<file path="config.mk">
export PLATFORM = sky130hd
export DESIGN_NAME = fsm_cmd_arbiter_flat
export DESIGN_NICKNAME = d
export VERILOG_FILES = /design/src/rtl/fsm_cmd_arbiter_if.sv /design/src/rtl/fsm_cmd_arbiter.sv /design/src/flat_wrapper.sv
export SDC_FILE = /design/constraint.sdc
export NUM_CORES = 1
export LEC_CHECK = 0
export BUFFER_PORTS_ARGS = -buffer_cell sky130_fd_sc_hd__buf_2
export CORE_ASPECT_RATIO = 0.5
export CORE_MARGIN = 3
export CORE_UTILIZATION = 47
export CTS_CLUSTER_SIZE = 16
export DETAILED_ROUTE_END_ITERATION = 10
export PLACE_DENSITY = 0.74
export REMOVE_ABC_BUFFERS = 1
export SYNTH_ARGS = -nofsm -noshare
export SYNTH_HDL_FRONTEND = slang
export SYNTH_SLANG_ARGS = --single-unit
</file>
<file path="constraint.sdc">
create_clock -name clk -period 1.8 [get_ports clk]
set_clock_uncertainty 0.2 [all_clocks]
set_input_delay 0.27 -clock clk [delete_from_list [all_inputs] [get_ports clk]]
set_output_delay 0.27 -clock clk [all_outputs]
set_load 0.01 [all_outputs]
</file>
<file path="src/rtl/fsm_cmd_arbiter_if.sv">
// Bundle of the requester-side and FSM-side signals of the command arbiter.
// The master modport is the environment (requesters plus the shared FSM).
// The slave modport is the arbiter itself.
interface fsm_cmd_arbiter_if #(
  parameter int NUM_REQ = 4,
  parameter int CMD_W   = 3
) ();
  logic [NUM_REQ-1:0]       req;
  logic [NUM_REQ*CMD_W-1:0] cmd;
  logic [1:0]               fsm_state;
  logic [NUM_REQ-1:0]       gnt;
  logic [CMD_W-1:0]         fsm_cmd;
  logic                     fsm_cmd_vld;
  logic                     done;
  logic                     err;
  logic                     busy;

  modport master (
    output req, cmd, fsm_state,
    input  gnt, fsm_cmd, fsm_cmd_vld, done, err, busy
  );

  modport slave (
    input  req, cmd, fsm_state,
    output gnt, fsm_cmd, fsm_cmd_vld, done, err, busy
  );
endinterface

</file>
<file path="src/rtl/fsm_cmd_arbiter.sv">
// Round-robin arbiter that shares one mode FSM's command input among NUM_REQ
// requesters. The winner's command is driven for HOLD_CYCLES cycles, after which
// the FSM state is watched until it equals the command (done) or TIMEOUT WAIT
// cycles elapse (err). Commands above 3 cannot be represented by the 2-bit FSM
// state and are rejected straight away with err.
module fsm_cmd_arbiter #(
  parameter int NUM_REQ     = 4,
  parameter int CMD_W       = 3,
  parameter int HOLD_CYCLES = 2,
  parameter int TIMEOUT     = 15
) (
  input  logic            clk,
  input  logic            rst_n,
  fsm_cmd_arbiter_if.slave bus
);
  localparam int IDX_W  = (NUM_REQ > 1) ? $clog2(NUM_REQ) : 1;
  localparam int SUM_W  = IDX_W + 1;
  localparam int WCNT_W = $clog2(TIMEOUT + 1);
  localparam int HCNT_W = $clog2(HOLD_CYCLES + 1);

  typedef enum logic [1:0] {
    S_IDLE    = 2'b00,
    S_ISSUE   = 2'b01,
    S_WAIT    = 2'b10,
    S_RELEASE = 2'b11
  } state_t;

  state_t              r_state,  w_state_next;
  logic [IDX_W-1:0]    r_ptr,    w_ptr_next;
  logic [IDX_W-1:0]    r_win,    w_win_next;
  logic [CMD_W-1:0]    r_cmd_q,  w_cmd_q_next;
  logic [NUM_REQ-1:0]  r_gnt,    w_gnt_next;
  logic [HCNT_W-1:0]   r_hcnt,   w_hcnt_next;
  logic [WCNT_W-1:0]   r_wcnt,   w_wcnt_next;
  logic                r_ok,     w_ok_next;

  logic [CMD_W-1:0]    w_cmd_arr [NUM_REQ];
  logic                w_found;
  logic [IDX_W-1:0]    w_win_idx;
  logic [SUM_W-1:0]    w_sum;
  logic [IDX_W-1:0]    w_idx;

  // Split the flat command bus into one slice per requester.
  generate
    for (genvar gi = 0; gi < NUM_REQ; gi++) begin : g_cmd_slice
      assign w_cmd_arr[gi] = bus.cmd[gi*CMD_W +: CMD_W];
    end
  endgenerate

  // Round-robin search: first asserted request at or above the pointer, wrapping.
  always_comb begin
    w_found   = 1'b0;
    w_win_idx = '0;
    w_sum     = '0;
    w_idx     = '0;
    for (int off = 0; off < NUM_REQ; off++) begin
      w_sum = {1'b0, r_ptr} + SUM_W'(off);
      if (w_sum >= SUM_W'(NUM_REQ)) begin
        w_sum = w_sum - SUM_W'(NUM_REQ);
      end
      w_idx = w_sum[IDX_W-1:0];
      if (!w_found && bus.req[w_idx]) begin
        w_found   = 1'b1;
        w_win_idx = w_idx;
      end
    end
  end

  // Controller state and datapath registers.
  always_ff @(posedge clk or negedge rst_n) begin
    if (!rst_n) begin
      r_state <= S_IDLE;
      r_ptr   <= '0;
      r_win   <= '0;
      r_cmd_q <= '0;
      r_gnt   <= '0;
      r_hcnt  <= '0;
      r_wcnt  <= '0;
      r_ok    <= 1'b0;
    end else begin
      r_state <= w_state_next;
      r_ptr   <= w_ptr_next;
      r_win   <= w_win_next;
      r_cmd_q <= w_cmd_q_next;
      r_gnt   <= w_gnt_next;
      r_hcnt  <= w_hcnt_next;
      r_wcnt  <= w_wcnt_next;
      r_ok    <= w_ok_next;
    end
  end

  // Next-state logic: grant, hold the command, wait for the FSM, release.
  always_comb begin
    w_state_next = r_state;
    w_ptr_next   = r_ptr;
    w_win_next   = r_win;
    w_cmd_q_next = r_cmd_q;
    w_gnt_next   = r_gnt;
    w_hcnt_next  = r_hcnt;
    w_wcnt_next  = r_wcnt;
    w_ok_next    = r_ok;
    case (r_state)
      S_IDLE: begin
        if (w_found) begin
          w_win_next   = w_win_idx;
          w_cmd_q_next = w_cmd_arr[w_win_idx];
          w_gnt_next   = NUM_REQ'(1) << w_win_idx;
          w_hcnt_next  = '0;
          w_wcnt_next  = '0;
          w_ok_next    = 1'b0;
          // The FSM state is only 2 bits wide, so larger commands can never match.
          if (w_cmd_arr[w_win_idx] > CMD_W'(3)) begin
            w_state_next = S_RELEASE;
          end else begin
            w_state_next = S_ISSUE;
          end
        end
      end
      S_ISSUE: begin
        if (r_hcnt == HCNT_W'(HOLD_CYCLES - 1)) begin
          w_hcnt_next  = '0;
          w_state_next = S_WAIT;
        end else begin
          w_hcnt_next = r_hcnt + HCNT_W'(1);
        end
      end
      S_WAIT: begin
        // A match on the last allowed cycle takes priority over the timeout.
        if (bus.fsm_state == r_cmd_q[1:0]) begin
          w_ok_next    = 1'b1;
          w_state_next = S_RELEASE;
        end else begin
          if (r_wcnt == WCNT_W'(TIMEOUT - 1)) begin
            w_state_next = S_RELEASE;
          end
          if (r_wcnt != WCNT_W'(TIMEOUT)) begin
            w_wcnt_next = r_wcnt + WCNT_W'(1);
          end
        end
      end
      S_RELEASE: begin
        w_state_next = S_IDLE;
        w_gnt_next   = '0;
        w_ptr_next   = (r_win == IDX_W'(NUM_REQ - 1)) ? '0 : r_win + IDX_W'(1);
      end
      default: begin
        w_state_next = S_IDLE;
      end
    endcase
  end

  assign bus.gnt         = r_gnt;
  assign bus.busy        = (r_state != S_IDLE);
  assign bus.fsm_cmd_vld = (r_state == S_ISSUE);
  assign bus.fsm_cmd     = (r_state == S_ISSUE) ? r_cmd_q : '0;
  assign bus.done        = (r_state == S_RELEASE) &&  r_ok;
  assign bus.err         = (r_state == S_RELEASE) && !r_ok;
endmodule

</file>
<file path="src/flat_wrapper.sv">
// flat-port wrapper written by rule: the top's interface ports become plain ports
module fsm_cmd_arbiter_flat 
#(
  parameter int NUM_REQ     = 4,
  parameter int CMD_W       = 3,
  parameter int HOLD_CYCLES = 2,
  parameter int TIMEOUT     = 15
)
  (clk, rst_n, bus_req, bus_cmd, bus_fsm_state, bus_gnt, bus_fsm_cmd, bus_fsm_cmd_vld, bus_done, bus_err, bus_busy);
  fsm_cmd_arbiter_if #(.NUM_REQ(NUM_REQ), .CMD_W(CMD_W)) bus_i ();
  input  logic clk;
  input  logic rst_n;
  input wire logic [$bits(bus_i.req)-1:0] bus_req;
  input wire logic [$bits(bus_i.cmd)-1:0] bus_cmd;
  input wire logic [$bits(bus_i.fsm_state)-1:0] bus_fsm_state;
  output wire logic [$bits(bus_i.gnt)-1:0] bus_gnt;
  output wire logic [$bits(bus_i.fsm_cmd)-1:0] bus_fsm_cmd;
  output wire logic [$bits(bus_i.fsm_cmd_vld)-1:0] bus_fsm_cmd_vld;
  output wire logic [$bits(bus_i.done)-1:0] bus_done;
  output wire logic [$bits(bus_i.err)-1:0] bus_err;
  output wire logic [$bits(bus_i.busy)-1:0] bus_busy;
  assign bus_i.req = bus_req;
  assign bus_i.cmd = bus_cmd;
  assign bus_i.fsm_state = bus_fsm_state;
  assign bus_gnt = bus_i.gnt;
  assign bus_fsm_cmd = bus_i.fsm_cmd;
  assign bus_fsm_cmd_vld = bus_i.fsm_cmd_vld;
  assign bus_done = bus_i.done;
  assign bus_err = bus_i.err;
  assign bus_busy = bus_i.busy;
  fsm_cmd_arbiter #(.NUM_REQ(NUM_REQ), .CMD_W(CMD_W), .HOLD_CYCLES(HOLD_CYCLES), .TIMEOUT(TIMEOUT)) u_core (.clk(clk), .rst_n(rst_n), .bus(bus_i));
endmodule
</file>
==> flow_summary.ini, run 1 <==
[timing]
finalHoldViolations = 0
fmax_mhz = 495.6
slew_violations = 0
setup_viol = 13
rsz0062_at_grt = yes
fin_crit_ns = 2.018
timing.final.crit_share_pct = 112.1
worst_slack_ns = -0.2176
tightest_slew_ns = 0.4662
maxSlewHeadroom_pct = 68.92
tns_ns = -0.9749

[routing]
wl_per_cell_um = 20.04
drt_wl_total_um = 4929
viasPerCell = 5.923
dr.pass1.iters = 4
drc = 0
ant_nets = 0
drtIter0Drc = 114
vias = 1457

[placed_design]
gp_congestion = 0.8923
port_buffers = 30
dp_hpwl_um = 2666
dp_cells = 231

[synthesis]
yosysUniqueCellTypes = 45
synth_edf_count = 0
ys_ff_latch = 20
synth_warnings = 0
syn_inst = 136
seq_area_frac_synth_pct = 39.37
syn-mean-instance-area_um2 = 9.347
async_reset_ff_share_pct = 100.0
synth_top_flop_cell = dfrtp_1
netlist_area_um2 = 1271

[global_route]
grt_pass1_vias = 1381
grt_use_total_pct = 23.99
grt_pass1_wl_um = 6279
antenna_found_initial = 0
grt_max_degree = 21
grt_remaining_overflow = 0

[critical_path]
crit_cells = 5
critical_path_required_ns = 1.76
r2r_setup_slack_ns = -0.22
cp_max_fo = 4
startpoint_type = register
worst_setup_path_end_kind = register
cp_slowest_cell = mux4_2
critical-path-top-delay-family = multiplexers
cp_slowest_stage_delay_ns = 0.50
crit_start = u_core.r_ptr[1]
worst-setup-path-type = register to register
worst_ep_arrival_time_ns = 1.98
r2r_start = u_core.r_ptr[1]
reg2reg_to = u_core.r_cmd_q[2]
reg2regPathDepth = 5
critical_path.cell_chain = mux2i_1 -> o22a_2 -> nand2_4 -> mux4_2 -> mux2_2
endpoint = u_core.r_cmd_q[2]
cp_num_buf_inv = 0

[final_layout]
final_cell_mix = buf_4 (38), buf_2 (25), dfrtp_1 (19)
utilization_pct = 84.28
seq_area_um2 = 501.7
final_common_cell = buf_4
area_growth_pct = 58.27
instances_no_fill = 246
layout.nets = 239
drive_gt1_share_pct = 52.13
multi_input_area_um2 = 844.6
num_antenna_cells = 0
fillerInstances = 122

[clock_network]
cts_tree = built
h-tree-depth = 1
clkTransAtPathRegs_ns = 0.08
cts_buffer_depth = 2
clock-sinks = 20
numCtsBuffers = 3
worstSkewPairLatency_ns = 0.27
cts-root-buf = clkbuf_8

[run]
cap_viol_max_count = 0

[floorplan]
start_util_pct = 53.25
core_um2 = 2387
io_pins = 31
dieArea_um2 = 3403
fp.dieH_um = 42.78
die_w_um = 79.55
rows = 12

[run_status]
outcome = complete, but fails checks
failed_checks = negative setup slack

[worst_hold_path]
worstHoldPathType = primary input to register

[power_and_ir_drop]
pwr-share-comb_pct = 67.2
power_density_nw_per_um2 = 1742
power.leakage_nw = 0.9643
p_clk_share_pct = 10.3
swShare_pct = 41.78
p_switching_mw = 1.465
ir_drop_uv = 895.3
seq_power_share_pct = 22.5
intPower_mw = 2.041
-- worst min-delay path: cells and delay by family --
kind | cells | cell delay [ns]
muxes | 1 | 0.07
buffers and inverters | 1 | 0.08
AOI/OAI and AO/OA | 1 | 0.15
-- flip-flops by register name, indices dropped and copies added (netlist names) --
register / count
u_core.r_ok: 1
u_core.r_hcnt: 2
u_core.r_wcnt: 4
u_core.r_state: 2
u_core.bus.gnt: 4
u_core.r_cmd_q: 3
u_core.r_win: 2
u_core.r_ptr: 2
-- worst min-delay path by stage --
stage               start                 to  slack, ns  depth (start not counted)
2_1_floorplan       rst_n  u_core.bus.gnt[0]      -0.23                          0
3_3_place_gp        rst_n    u_core.r_win[0]       0.05                          1
3_5_place_dp        rst_n    u_core.r_win[0]       0.05                          1
4_1_cts        bus_cmd[7]  u_core.r_cmd_q[1]       0.12                          3
5_1_grt        bus_cmd[9]  u_core.r_cmd_q[0]       0.14                          3
6_report       bus_cmd[9]  u_core.r_cmd_q[0]       0.14                          3
-- layer usage --
layer	routed length (um)	vias to the layer above	GRT usage, %	share of wire [%]
met5	0	-	0	0
met1	1941	710	28.72	39
met3	371	23	4.661	7.5
met2	2404	83	42.29	49
met4	212	0	9.932	4.3
li1	-	641	-	-
-- what timing repair did --
action,CTS,global route
endpoints found under the hold margin,20,0
hold buffers,1,0
resized for setup,15,25
setup buffers,4,6
pin swaps,0,8
setup endpoints to repair,16,21
-- layout make-up --
type,count,area share (%)
well taps,35,2.177
flip-flops and latches,20,24.94
multi-input cells,104,41.98
repair buffers,74,26.49
clock buffers,4,2.736
inverters,9,1.679
-- cells in the mapped netlist, types with 3 or more instances --
master | number | area, um^2
dfrtp_1 | 20 | 500.5
nand2_1 | 15 | 56.30
o21ai_0 | 9 | 45.04
inv_1 | 8 | 30.03
nor2_1 | 8 | 30.03
ha_1 | 7 | 87.58
a21oi_1 | 6 | 30.03
nand3_1 | 6 | 30.03
and2_1 | 4 | 25.02
mux2i_1 | 4 | 40.04
nand2b_1 | 4 | 25.02
nor2b_1 | 3 | 18.77
o211ai_1 | 3 | 22.52
-- per-stage QoR --
step | hold slack [ns] | area [um^2] | setup WS [ns] | power [mW]
after global placement | 0.04649 | 1700 | -0.1522 | 2.361
after detailed placement | 0.04922 | 1700 | -0.1959 | 2.424
after floorplan | -0.2256 | 1259 | -0.2221 | 1.651
final | 0.1357 | 2012 | -0.2176 | 3.505
after global routing | 0.1416 | 2012 | -0.2578 | 3.679
after CTS | 0.1180 | 1864 | -0.1989 | 2.973
-- power by group through the flow --
stage                     clock network, mW  registers (mW)  logic (mW)
after floorplan                           0           0.747       0.905
after global placement                    0           0.753        1.61
after detailed placement                  0           0.762        1.66
after CTS                             0.360           0.761        1.85
after global routing                  0.385           0.804        2.49
final                                 0.362           0.788        2.36
-- kinds of logic (layout without fill, tap and decap cells) --
| kind of cell | after synthesis | count (layout) | synth area share (%) |
|---|---|---|---|
| AOI/OAI and AO/OA | 39 | 39 | 21.56 |
| xor gates and xnor gates | 3 | 3 | 2.067 |
| adders and majority gates | 7 | 7 | 6.889 |
| buffers and inverters | 12 | 87 | 3.641 |
| DFF | 20 | 20 | 39.37 |
| muxes | 7 | 7 | 6.693 |
| and+or+nand+nor | 48 | 48 | 19.78 |
Power figures use the tool's default switching activity.
==> run 2: changes to the inputs <==
--- a/config.mk
+++ b/config.mk
@@ -6,12 +6,14 @@
 export NUM_CORES = 1
 export LEC_CHECK = 0
 export BUFFER_PORTS_ARGS = -buffer_cell sky130_fd_sc_hd__buf_2
+export CELL_PAD_IN_SITES_DETAIL_PLACEMENT = 0
+export CELL_PAD_IN_SITES_GLOBAL_PLACEMENT = 1
 export CORE_ASPECT_RATIO = 0.5
 export CORE_MARGIN = 3
-export CORE_UTILIZATION = 47
+export CORE_UTILIZATION = 35
 export CTS_CLUSTER_SIZE = 16
 export DETAILED_ROUTE_END_ITERATION = 10
-export PLACE_DENSITY = 0.74
+export PLACE_DENSITY_LB_ADDON = 0.1
 export REMOVE_ABC_BUFFERS = 1
 export SYNTH_ARGS = -nofsm -noshare
 export SYNTH_HDL_FRONTEND = slang
==> flow_summary.ini, run 2 (same netlist as run 1, synthesis figures left out) <==
[run_status]
outcome = complete, but fails checks
failed_checks = negative setup slack

[final_layout]
num_antenna_cells = 0
multi_input_area_um2 = 873.3
area_growth_pct = 58.76
final_common_cell = buf_4
fillerInstances = 276
layout.nets = 236
utilization_pct = 62.62
final_cell_mix = buf_4 (37), buf_2 (27), dfrtp_1 (18)
seq_area_um2 = 503.0
drive_gt1_share_pct = 52.40
stdcell_area_um2 = 2018

[floorplan]
io_pins = 31
dieArea_um2 = 4435
rows = 14
die_w_um = 91.23
start_util_pct = 39.44
fp.dieH_um = 48.62
core_um2 = 3223

[routing]
viasPerCell = 4.848
drt_wl_total_um = 3583
ant_nets = 0
wl_per_cell_um = 14.00
drtIter0Drc = 34
drc = 0
vias = 1241
dr.pass1.iters = 4

[global_route]
grt_remaining_overflow = 0
grt_max_degree = 21
antenna_found_initial = 0
grt_pass1_wl_um = 5789
grt_pass1_vias = 1224
grt_use_total_pct = 15.85

[placed_design]
port_buffers = 30
dp_hpwl_um = 2553
placed_area_um2 = 1709
gp_congestion = 0.9211

[timing]
slew_violations = 0
fin_crit_ns = 1.995
worst_slack_ns = -0.1955
setup_viol = 6
maxSlewHeadroom_pct = 67.02
timing.final.crit_share_pct = 110.9
fmax_mhz = 501.1
finalHoldViolations = 0
rsz0062_at_grt = yes
tightest_slew_ns = 0.4948
holdWs_ns = 0.1098

[critical_path]
cp_max_fo = 4
critical_path_required_ns = 1.75
r2r_start = u_core.r_ptr[1]
r2r_setup_slack_ns = -0.20
worst-setup-path-type = register to register
startpoint_type = register
worst_ep_arrival_time_ns = 1.95
reg2reg_to = u_core.r_cmd_q[2]
worst_setup_path_end_kind = register
reg2regPathDepth = 5

[clock_network]
clock-sinks = 20
worstSkewPairLatency_ns = 0.27
cts-root-buf = clkbuf_8
numCtsBuffers = 3
clkTransAtPathRegs_ns = 0.08
cts_tree = built
h-tree-depth = 1
cts_buffer_depth = 2

[power_and_ir_drop]
ir_drop_uv = 663.9
power.leakage_nw = 0.9472
power_density_nw_per_um2 = 1582

[run]
cap_viol_max_count = 0

[worst_hold_path]
worstHoldPathType = primary input to register
worstHoldPathCells = 3
hp-start = bus_cmd[9]
whs_endpoint = u_core.r_cmd_q[0]
run 2: timing repair:
action | 4_1_cts | 5_1_grt
setup buffers | 2 | 6
resized for setup | 5 | 35
pin swaps | 0 | 13
hold buffers | 1 | 0
endpoints found under the hold margin | 20 | 0
endpoints found under the setup margin | 13 | 20
run 2: worst max path at each step:
stage | start | end | slack [ns]
floorplan | u_core.r_state[0] | u_core.bus.gnt[2] | -0.22
global placement | u_core.r_ptr[1] | u_core.r_cmd_q[2] | -0.15
detailed placement | u_core.r_ptr[1] | u_core.r_cmd_q[2] | -0.19
CTS | u_core.r_ptr[1] | u_core.r_cmd_q[2] | -0.17
global route | u_core.r_ptr[1] | u_core.r_cmd_q[2] | -0.24
finish | u_core.r_ptr[1] | u_core.r_cmd_q[2] | -0.20
run 2: cell type report:
type                    count  share of cell area, %
inverters                   9                  1.798
flip-flops and latches     20                  24.92
clock buffers               4                  2.728
multi-input cells         104                  43.27
repair buffers             71                  24.30
well taps                  48                  2.976
run 2: where the power goes:
group / switching [mW] / internal (mW) / leakage [nW]
Sequential: 0.165 / 0.625 / 0.256
Clock: 0.166 / 0.195 / 0.0288
Combinational: 0.920 / 1.12 / 0.663
Total: 1.25 / 1.94 / 0.947
run 2: critical path: stages, from the launching register on:
cell     delay, ns
dfrtp_2       0.44
mux2i_1       0.14
o22a_2        0.26
nand2_4       0.07
mux4_2        0.50
mux2_4        0.28
run 2: per-stage QoR:
stage / std cells / total power, mW / worst slack (ns) / setup TNS (ns)
floorplan: 133 / 1.651 / -0.2221 / -0.5977
global placement: 243 / 2.346 / -0.1538 / -0.4272
detailed placement: 243 / 2.356 / -0.1854 / -0.5021
CTS: 250 / 2.806 / -0.1744 / -0.4657
global route: 256 / 3.451 / -0.2387 / -0.8888
finish: 256 / 3.193 / -0.1955 / -0.4155
run 2: per-layer routing:
layer  up-vias  part of all wire (%)  GRT usage, %
met5         -                     0             0
met4         0                  0.39         1.500
met3         4                   2.6         3.715
met2        14                    48         25.94
met1       585                    49         22.13
li1        638                     -             -
==> run 3: changes to the inputs <==
--- a/config.mk
+++ b/config.mk
@@ -13,8 +13,9 @@
 export CORE_UTILIZATION = 35
 export CTS_CLUSTER_SIZE = 16
 export DETAILED_ROUTE_END_ITERATION = 10
-export PLACE_DENSITY_LB_ADDON = 0.1
+export PLACE_DENSITY = 0.73
 export REMOVE_ABC_BUFFERS = 1
+export SLEW_MARGIN = 15
 export SYNTH_ARGS = -nofsm -noshare
 export SYNTH_HDL_FRONTEND = slang
 export SYNTH_SLANG_ARGS = --single-unit
==> flow_summary.ini, run 3 (same netlist as run 1, synthesis figures left out) <==
[final_layout]
drive_gt1_share_pct = 55.24
final_common_cell = buf_4
num_antenna_cells = 0
instances_no_fill = 258
fillerInstances = 285
area_growth_pct = 62.99
layout.nets = 238
utilization_pct = 64.29
final_cell_mix = buf_4 (36), buf_2 (26), dfrtp_1 (19)

[placed_design]
gp_congestion = 0.8358
port_buffers = 30
dp_cells = 245
dp_hpwl_um = 2584

[power_and_ir_drop]
pwr-share-comb_pct = 66.2
p_switching_mw = 1.325
seq_power_share_pct = 23.2
ir_drop_uv = 666.7
intPower_mw = 2.029
p_clk_share_pct = 10.6
swShare_pct = 39.51
power_density_nw_per_um2 = 1618
power.leakage_nw = 0.9709

[critical_path]
worst-setup-path-type = register to register
cp_max_fo = 4
startpoint_type = register
critical_path_required_ns = 1.76
critical_path.cell_chain = mux2i_2 -> o22a_2 -> nand2_4 -> mux4_2 -> mux2_2
worst_setup_path_end_kind = register
cp_slowest_cell = mux4_2
r2r_setup_slack_ns = -0.22
cp_slowest_stage_delay_ns = 0.51
worst_ep_arrival_time_ns = 1.98

[timing]
holdWs_ns = 0.1281
fmax_mhz = 494.5
slew_violations = 0
rsz0062_at_grt = yes
worst_slack_ns = -0.2223
maxSlewHeadroom_pct = 67.66
fin_crit_ns = 2.022
timing.final.crit_share_pct = 112.4
setup_viol = 6
tightest_slew_ns = 0.4851
finalHoldViolations = 0

[clock_network]
clkTransAtPathRegs_ns = 0.08
h-tree-depth = 1
worstSkewPairLatency_ns = 0.26
cts-root-buf = clkbuf_8
numCtsBuffers = 3
cts_tree = built
cts_buffer_depth = 2
clock-sinks = 20

[global_route]
grt_use_total_pct = 17.59
grt_max_degree = 21
grt_remaining_overflow = 0
grt_pass1_vias = 1306
grt_pass1_wl_um = 6299
antenna_found_initial = 0

[floorplan]
core_um2 = 3223
rows = 14
start_util_pct = 39.44
io_pins = 31
dieArea_um2 = 4435
die_w_um = 91.23
fp.dieH_um = 48.62

[routing]
dr.pass1.iters = 4
drt_wl_total_um = 3863
drc = 0
vias = 1298
drtIter0Drc = 54
wl_per_cell_um = 14.97
ant_nets = 0
viasPerCell = 5.031

[worst_hold_path]
worstHoldPathType = primary input to register

[run_status]
failed_checks = negative setup slack
outcome = complete, but fails checks

[run]
cap_viol_max_count = 0
==> run 3: timing repair <==
item | 4_1_cts | 5_1_grt
gates resized for setup | 18 | 33
endpoints found under the setup margin | 15 | 21
hold buffers | 1 | 0
pin swaps | 0 | 15
setup buffers | 6 | 5
hold endpoints to repair | 20 | 0
==> run 3: metal layers <==
metal / vias to the layer above / GRT usage [%] / routed length, um
met5: - / 0 / 0
met4: 0 / 3.750 / 27
met3: 4 / 3.251 / 92
met2: 20 / 29.35 / 1955
met1: 638 / 23.88 / 1788
li1: 636 / - / -
==> run 3: per-stage QoR <==
stage | cell area, um^2 | worst slack [ns] | power [mW] | setup TNS [ns]
global placement | 1724 | -0.1615 | 2.372 | -0.6129
CTS | 1919 | -0.1889 | 2.993 | -0.4256
global route | 2072 | -0.2717 | 3.619 | -1.277
detailed placement | 1724 | -0.1874 | 2.391 | -0.8021
floorplan | 1259 | -0.2221 | 1.651 | -0.5977
finish | 2072 | -0.2223 | 3.353 | -0.5269
==> run 3: layout make-up <==
class / count / area, um^2 / area share [%]
Clock buffer: 4 / 55.05 / 2.657
Inverter: 9 / 33.78 / 1.630
Multi-Input combinational cell: 104 / 898.4 / 43.36
Sequential cell: 20 / 501.7 / 24.21
Tap cell: 48 / 60.06 / 2.899
Timing Repair Buffer: 73 / 523.0 / 25.24
==> run 3: path summary, 6_finish.rpt <==
kind | from | endpoint | depth (start not counted)
min in group asynchronous | rst_n | u_core.r_win[0] | 2
worst min register to register | u_core.r_win[1] | u_core.r_win[1] | 2
worst max register to register | u_core.r_ptr[1] | u_core.r_cmd_q[2] | 5
worst max-delay path | u_core.r_ptr[1] | u_core.r_cmd_q[2] | 5
worst min-delay path | bus_cmd[7] | u_core.r_cmd_q[1] | 3
max in group asynchronous | rst_n | u_core.r_ptr[1] | 2
==> run 3: power by group through the flow <==
| stage | sequential (mW) | clock (mW) | combinational [mW] |
|---|---|---|---|
| 2_1_floorplan | 0.747 | 0 | 0.905 |
| 3_3_place_gp | 0.755 | 0 | 1.62 |
| 3_5_place_dp | 0.762 | 0 | 1.63 |
| 4_1_cts | 0.755 | 0.360 | 1.88 |
| 5_1_grt | 0.798 | 0.384 | 2.44 |
| 6_report | 0.776 | 0.357 | 2.22 |
==> run 3: critical path, delay by kind of cell, from the launching register on <==
| family | cells | cell delay [ns] |
|---|---|---|
| flip-flops | 1 | 0.44 |
| AO/OA/AOI/OAI | 1 | 0.25 |
| multiplexers | 3 | 0.95 |
| AND/OR/NAND/NOR | 1 | 0.07 |
